--- src/rtl/fetch_stage_if.sv ---
// Fetch-stage bus: redirect/stall/flush controls, instruction-memory port and IF/ID outputs.
// Perf counter signals exist only when FETCH_PERF_CNT_EN is defined.
interface fetch_stage_if;
  logic        stall;
  logic        flush;
  logic        redirect_valid;
  logic [31:0] redirect_pc;
  logic [31:0] imem_addr;
  logic [31:0] imem_instr;
  logic        if_id_valid;
  logic [31:0] if_id_pc;
  logic [31:0] if_id_pc_plus4;
  logic [31:0] if_id_instr;
  logic        pc_out_of_range;
`ifdef FETCH_PERF_CNT_EN
  logic [31:0] perf_fetched;
  logic [31:0] perf_bubbles;
`endif

  modport master (
    input  stall, flush, redirect_valid, redirect_pc, imem_instr,
`ifdef FETCH_PERF_CNT_EN
    output perf_fetched, perf_bubbles,
`endif
    output imem_addr, if_id_valid, if_id_pc, if_id_pc_plus4, if_id_instr, pc_out_of_range
  );

  modport slave (
    output stall, flush, redirect_valid, redirect_pc, imem_instr,
`ifdef FETCH_PERF_CNT_EN
    input  perf_fetched, perf_bubbles,
`endif
    input  imem_addr, if_id_valid, if_id_pc, if_id_pc_plus4, if_id_instr, pc_out_of_range
  );
endinterface

--- src/rtl/fetch_stage.sv ---
// RISC-V fetch stage: PC register, combinational imem address, IF/ID register; one-edge fetch latency.
// Stall holds PC and IF/ID; flush/redirect bubble IF/ID. Optional FETCH_PERF_CNT_EN adds saturating counters.
module fetch_stage #(
  parameter logic [31:0] RESET_PC   = 32'h0000_0000,
  parameter logic [31:0] NOP_INSTR  = 32'h0000_0013,
  parameter int unsigned IMEM_WORDS = 64
) (
  input  logic          clk,
  input  logic          rst_n,
  fetch_stage_if.master bus
);

  logic [31:0] pc_q, pc_d, pc_plus4;
  logic        valid_q, valid_d;
  logic [31:0] instr_q, instr_d;
  logic [31:0] id_pc_q, id_pc_d;
  logic [31:0] id_pc4_q, id_pc4_d;
  logic        bubble, capture;
  logic        unused_redirect_lsbs;

  // Targets are word aligned; the two low bits of the redirect address are dropped.
  assign unused_redirect_lsbs = ^bus.redirect_pc[1:0];

  always_comb begin
    pc_plus4 = pc_q + 32'd4;
    bubble   = bus.redirect_valid | bus.flush;
    capture  = !bubble && !bus.stall;

    pc_d = pc_plus4;
    if (bus.redirect_valid) begin
      pc_d = {bus.redirect_pc[31:2], 2'b00};
    end else if (bus.stall) begin
      pc_d = pc_q;
    end

    valid_d  = valid_q;
    instr_d  = instr_q;
    id_pc_d  = id_pc_q;
    id_pc4_d = id_pc4_q;
    if (bubble) begin
      valid_d = 1'b0;
      instr_d = NOP_INSTR;
    end else if (capture) begin
      valid_d  = 1'b1;
      instr_d  = bus.imem_instr;
      id_pc_d  = pc_q;
      id_pc4_d = pc_plus4;
    end
  end

  always_ff @(posedge clk or negedge rst_n) begin
    if (!rst_n) begin
      pc_q     <= RESET_PC;
      valid_q  <= 1'b0;
      instr_q  <= NOP_INSTR;
      id_pc_q  <= 32'h0;
      id_pc4_q <= 32'h0;
    end else begin
      pc_q     <= pc_d;
      valid_q  <= valid_d;
      instr_q  <= instr_d;
      id_pc_q  <= id_pc_d;
      id_pc4_q <= id_pc4_d;
    end
  end

  assign bus.imem_addr       = pc_q;
  assign bus.if_id_valid     = valid_q;
  assign bus.if_id_instr     = instr_q;
  assign bus.if_id_pc        = id_pc_q;
  assign bus.if_id_pc_plus4  = id_pc4_q;
  assign bus.pc_out_of_range = ({2'b00, pc_q[31:2]} >= IMEM_WORDS);

`ifdef FETCH_PERF_CNT_EN
  logic [31:0] perf_fetched_q, perf_fetched_d;
  logic [31:0] perf_bubbles_q, perf_bubbles_d;

  always_comb begin
    perf_fetched_d = perf_fetched_q;
    perf_bubbles_d = perf_bubbles_q;
    if (capture && (perf_fetched_q != 32'hFFFF_FFFF)) begin
      perf_fetched_d = perf_fetched_q + 32'd1;
    end
    if (bubble && (perf_bubbles_q != 32'hFFFF_FFFF)) begin
      perf_bubbles_d = perf_bubbles_q + 32'd1;
    end
  end

  always_ff @(posedge clk or negedge rst_n) begin
    if (!rst_n) begin
      perf_fetched_q <= 32'h0;
      perf_bubbles_q <= 32'h0;
    end else begin
      perf_fetched_q <= perf_fetched_d;
      perf_bubbles_q <= perf_bubbles_d;
    end
  end

  assign bus.perf_fetched = perf_fetched_q;
  assign bus.perf_bubbles = perf_bubbles_q;
`endif

endmodule

--- src/flat_wrapper.sv ---
// flat-port wrapper written by rule: the top's interface ports become plain ports
module fetch_stage_flat 
#(
  parameter logic [31:0] RESET_PC   = 32'h0000_0000,
  parameter logic [31:0] NOP_INSTR  = 32'h0000_0013,
  parameter int unsigned IMEM_WORDS = 64
)
  (clk, rst_n, bus_stall, bus_flush, bus_redirect_valid, bus_redirect_pc, bus_imem_instr, bus_imem_addr, bus_if_id_valid, bus_if_id_pc, bus_if_id_pc_plus4, bus_if_id_instr, bus_pc_out_of_range);
  fetch_stage_if bus_i ();
  input  logic clk;
  input  logic rst_n;
  input wire logic [$bits(bus_i.stall)-1:0] bus_stall;
  input wire logic [$bits(bus_i.flush)-1:0] bus_flush;
  input wire logic [$bits(bus_i.redirect_valid)-1:0] bus_redirect_valid;
  input wire logic [$bits(bus_i.redirect_pc)-1:0] bus_redirect_pc;
  input wire logic [$bits(bus_i.imem_instr)-1:0] bus_imem_instr;
  output wire logic [$bits(bus_i.imem_addr)-1:0] bus_imem_addr;
  output wire logic [$bits(bus_i.if_id_valid)-1:0] bus_if_id_valid;
  output wire logic [$bits(bus_i.if_id_pc)-1:0] bus_if_id_pc;
  output wire logic [$bits(bus_i.if_id_pc_plus4)-1:0] bus_if_id_pc_plus4;
  output wire logic [$bits(bus_i.if_id_instr)-1:0] bus_if_id_instr;
  output wire logic [$bits(bus_i.pc_out_of_range)-1:0] bus_pc_out_of_range;
  assign bus_i.stall = bus_stall;
  assign bus_i.flush = bus_flush;
  assign bus_i.redirect_valid = bus_redirect_valid;
  assign bus_i.redirect_pc = bus_redirect_pc;
  assign bus_i.imem_instr = bus_imem_instr;
  assign bus_imem_addr = bus_i.imem_addr;
  assign bus_if_id_valid = bus_i.if_id_valid;
  assign bus_if_id_pc = bus_i.if_id_pc;
  assign bus_if_id_pc_plus4 = bus_i.if_id_pc_plus4;
  assign bus_if_id_instr = bus_i.if_id_instr;
  assign bus_pc_out_of_range = bus_i.pc_out_of_range;
  fetch_stage #(.RESET_PC(RESET_PC), .NOP_INSTR(NOP_INSTR), .IMEM_WORDS(IMEM_WORDS)) u_core (.clk(clk), .rst_n(rst_n), .bus(bus_i));
endmodule
--- config.mk ---
export PLATFORM = sky130hd
export DESIGN_NAME = fetch_stage_flat
export DESIGN_NICKNAME = d
export VERILOG_FILES = /design/src/rtl/fetch_stage_if.sv /design/src/rtl/fetch_stage.sv /design/src/flat_wrapper.sv
export SDC_FILE = /design/constraint.sdc
export NUM_CORES = 1
export LEC_CHECK = 0
export BUFFER_PORTS_ARGS = -buffer_cell sky130_fd_sc_hd__buf_2
export CAP_MARGIN = 30
export CORE_ASPECT_RATIO = 1.5
export CORE_MARGIN = 3
export CORE_UTILIZATION = 30
export DETAILED_ROUTE_END_ITERATION = 8
export PLACE_DENSITY_LB_ADDON = 0.3
export SYNTH_ARGS = -nofsm -noshare
export SYNTH_HDL_FRONTEND = slang
export SYNTH_SLANG_ARGS = --single-unit
--- constraint.sdc ---
create_clock -name clk -period 2.81 [get_ports clk]
set_input_delay 0.562 -clock clk [delete_from_list [all_inputs] [get_ports clk]]
set_output_delay 0.562 -clock clk [all_outputs]
set_load 0.02 [all_outputs]
==> out/metrics.csv <==
stage;metric;value;unit
placed_design;dp_hpwl;11.7;mm
sta;setup_viol;0;
worst_hold_path;hold_class;in2async;
logic_synthesis;synth_cell_types;38;
clock_network;cts_hold_buf;0;
placed_design;port-buffer-count;190;
placed_design;globalplace.congestion;0.766;
sta;period_share;88.3;%
floorplanning;dieArea;20900;um2
clock_network;clock_latency;0.41;ns
clock_network;postCtsResizedCells;0;
status;status;completed;
logic_synthesis;synth_top_cell_area_share;52.3;%
power_and_ir_drop;power_density;730;nW/um2
logic_synthesis;synth.avg_cell_area;9.70;um2
cells_and_area;finalInstanceArea;7530;um2
logic_synthesis;yosysWarnings;0;
detailed_routing;wirelength;16.6;mm
clock_network;cts_num_sinks;123;
detailed_routing;dr.pass1.iters;5;
sta;fmaxAchievable;0.403;GHz
cells_and_area;area_growth;31.1;%
global_route;first_global_vias;4796;
power_and_ir_drop;fin_total_pwr;5.50;mW
logic_synthesis;synth_commonest_cells;169 x nand2_1, 120 x dfrtp_1, 47 x xnor2_1;
global_route;grt_overflow;0;
floorplanning;rows;61;
detailed_routing;ant_nets;0;
floorplanning;chipHeight;175;um
detailed_routing;drt_iter0_markers;211;
detailed_routing;via_count;4711;
logic_synthesis;synth_edf_count;0;
worst_setup_path;start_kind;register;
logic_synthesis;ys_seq_elements;123;
global_route;grt_first_pass_wirelength;26.7;mm
sta;slew_viol_final;0;
clock_network;clk_path_buf_depth;2;
cells_and_area;drive_above_1_share;34.5;%
logic_synthesis;yosys-top-cells-area;dfrtp_1 52%, nand2_1 11%, xnor2_1 7.2%;
sta;hold_viol;0;
clock_network;cts_max_level;4;
logic_synthesis;yosysSeqAreaShare;53.7;%
placed_design;placed_area;6880;um2
cells_and_area;nets;832;
sta;period_needed;2.48;ns
clock_network;ctsRootBufferMaster;clkbuf_16;
sta;fin_hold_ws;0.146;ns
sta;clock_skew;0.00908;ns
job;drv_cap;0;
worst_setup_path;crit_required;2.25;ns
cells_and_area;antenna_cells;0;
power_and_ir_drop;p_leak;3.61;nW
clock_network;clk_pin_slew;0.06;ns
worst_setup_path;crit_path_end_kind;output port;
worst_setup_path;critPathMaxFanout;7;
power_and_ir_drop;peakVddDrop;0.309;mV
clock_network;post_cts_buffers;0;
sta;setup_tns;0;ns
floorplanning;die_w;119;um
clock_network;cts_tree;yes;
sta;rsz0062_at_grt;no;
worst_setup_path;worstPathArrival;1.92;ns
logic_synthesis;ys_dominant_reg_cell;dfrtp_1;
logic_synthesis;postSynthCellCount;592;
detailed_routing;post-route-drc-count;0;
worst_setup_path;worstSetupPathType;reg2out;
global_route;grt_max_degree;63;
floorplanning;ioPinCount;199;
logic_synthesis;ys_async_sr_fraction;100;%
detailed_routing;viasPerCell;4.59;
logic_synthesis;synth_most_common_cell;nand2_1;
floorplanning;start_util;30.7;%
global_route;antenna_found_initial;2;
sta;maxSlewHeadroom;59.6;%
global_route;grt_usage;16.3;%
logic_synthesis;syn_area;5740;um2
clock_network;numCtsBuffers;17;
logic_synthesis;synth_largest_area_cell;dfrtp_1;
detailed_routing;wl_per_cell;16.2;um
sta;worst_pin_slew;0.606;ns
floorplanning;design.core.area;18700;um2
[placed cells by master (no fill, tap or decap), types with 9 or more instances in the layout]
master | synthesis | layout
nor4_2 | 9 | 9
clkbuf_16 | 0 | 17
nor2_1 | 15 | 15
buf_2 | 4 | 189
a22o_1 | 29 | 29
nand2_1 | 169 | 169
buf_4 | 10 | 13
dfrtp_1 | 120 | 120
o21ai_1 | 22 | 22
xor2_1 | 10 | 10
xnor2_1 | 47 | 47
nor3_2 | 11 | 12
nor3_1 | 10 | 9
nor4_1 | 10 | 10
o21ai_0 | 38 | 38
[through the flow]
step / util [%] / cells / setup WS, ns
detailed placement: 36.8 / 993 / 0.390
global placement: 36.8 / 993 / 0.407
CTS: 40.2 / 1025 / 0.298
floorplan: - / 597 / 0.560
finish: 40.3 / 1026 / 0.329
global route: 40.3 / 1026 / 0.203
[cell type report]
type	instances	area, um2
clock buffer	19	443
clock inverter	13	191
multi-input combinational	411	2370
inverter	2	7.51
sequential	123	3080
timing repair buffer	206	1120
tap	252	315
fill	1923	11200
[layer usage]
| metal | up-vias | routed length, um | global-route usage (%) |
|---|---|---|---|
| li1 | 2294 | - | - |
| met1 | 2250 | 6810 | 19.4 |
| met2 | 137 | 8570 | 28.5 |
| met3 | 26 | 857 | 3.80 |
| met4 | 4 | 370 | 6.19 |
| met5 | - | 14 | 0 |
[flip-flops by register name, summed over array words and instances, names as in the netlist]
register and cells:
u_core.bus.if_id_pc 30, u_core.bus.if_id_instr 32, u_core.bus.imem_addr 30, u_core.bus.if_id_valid 1, u_core.bus.if_id_pc_plus4 30
[logic make-up (layout without fill, tap and decap cells)]
group | Yosys count | count (layout) | synth area share, %
buf+inv | 63 | 240 | 5.45
other cells | 1 | 6 | 0.0653
fa+ha+maj | 2 | 2 | 0.436
compound gates | 93 | 93 | 10.3
mux | 1 | 1 | 0.174
xor+xnor | 57 | 57 | 8.69
simple gates | 252 | 252 | 21.3
flops | 123 | 123 | 53.7
[final timing paths]
path,startpoint,to,slack (ns),depth (start not counted)
min in group clk,bus_redirect_pc[25],u_core.bus.imem_addr[25],0.36,3
max,u_core.bus.imem_addr[25],bus_pc_out_of_range,0.33,4
min,rst_n,u_core.bus.imem_addr[7],0.15,1
max in group asynchronous,rst_n,u_core.bus.if_id_instr[0],1.95,2
min reg2reg,u_core.bus.if_id_pc[5],u_core.bus.if_id_pc[5],0.47,2
max reg2reg,u_core.bus.imem_addr[2],u_core.bus.imem_addr[28],0.36,7
[power by group]
part | internal, mW | switching [mW]
clock network | 1.52 | 0.856
registers | 1.98 | 0.188
logic | 0.337 | 0.623
[critical path, cell delays in order (launching register included)]
cell     delay [ns]
dfrtp_1        0.48
nor4_1         0.41
and4_1         0.36
nand3_1        0.08
buf_2          0.17
Note: power is estimated with default switching activity, not from simulation.
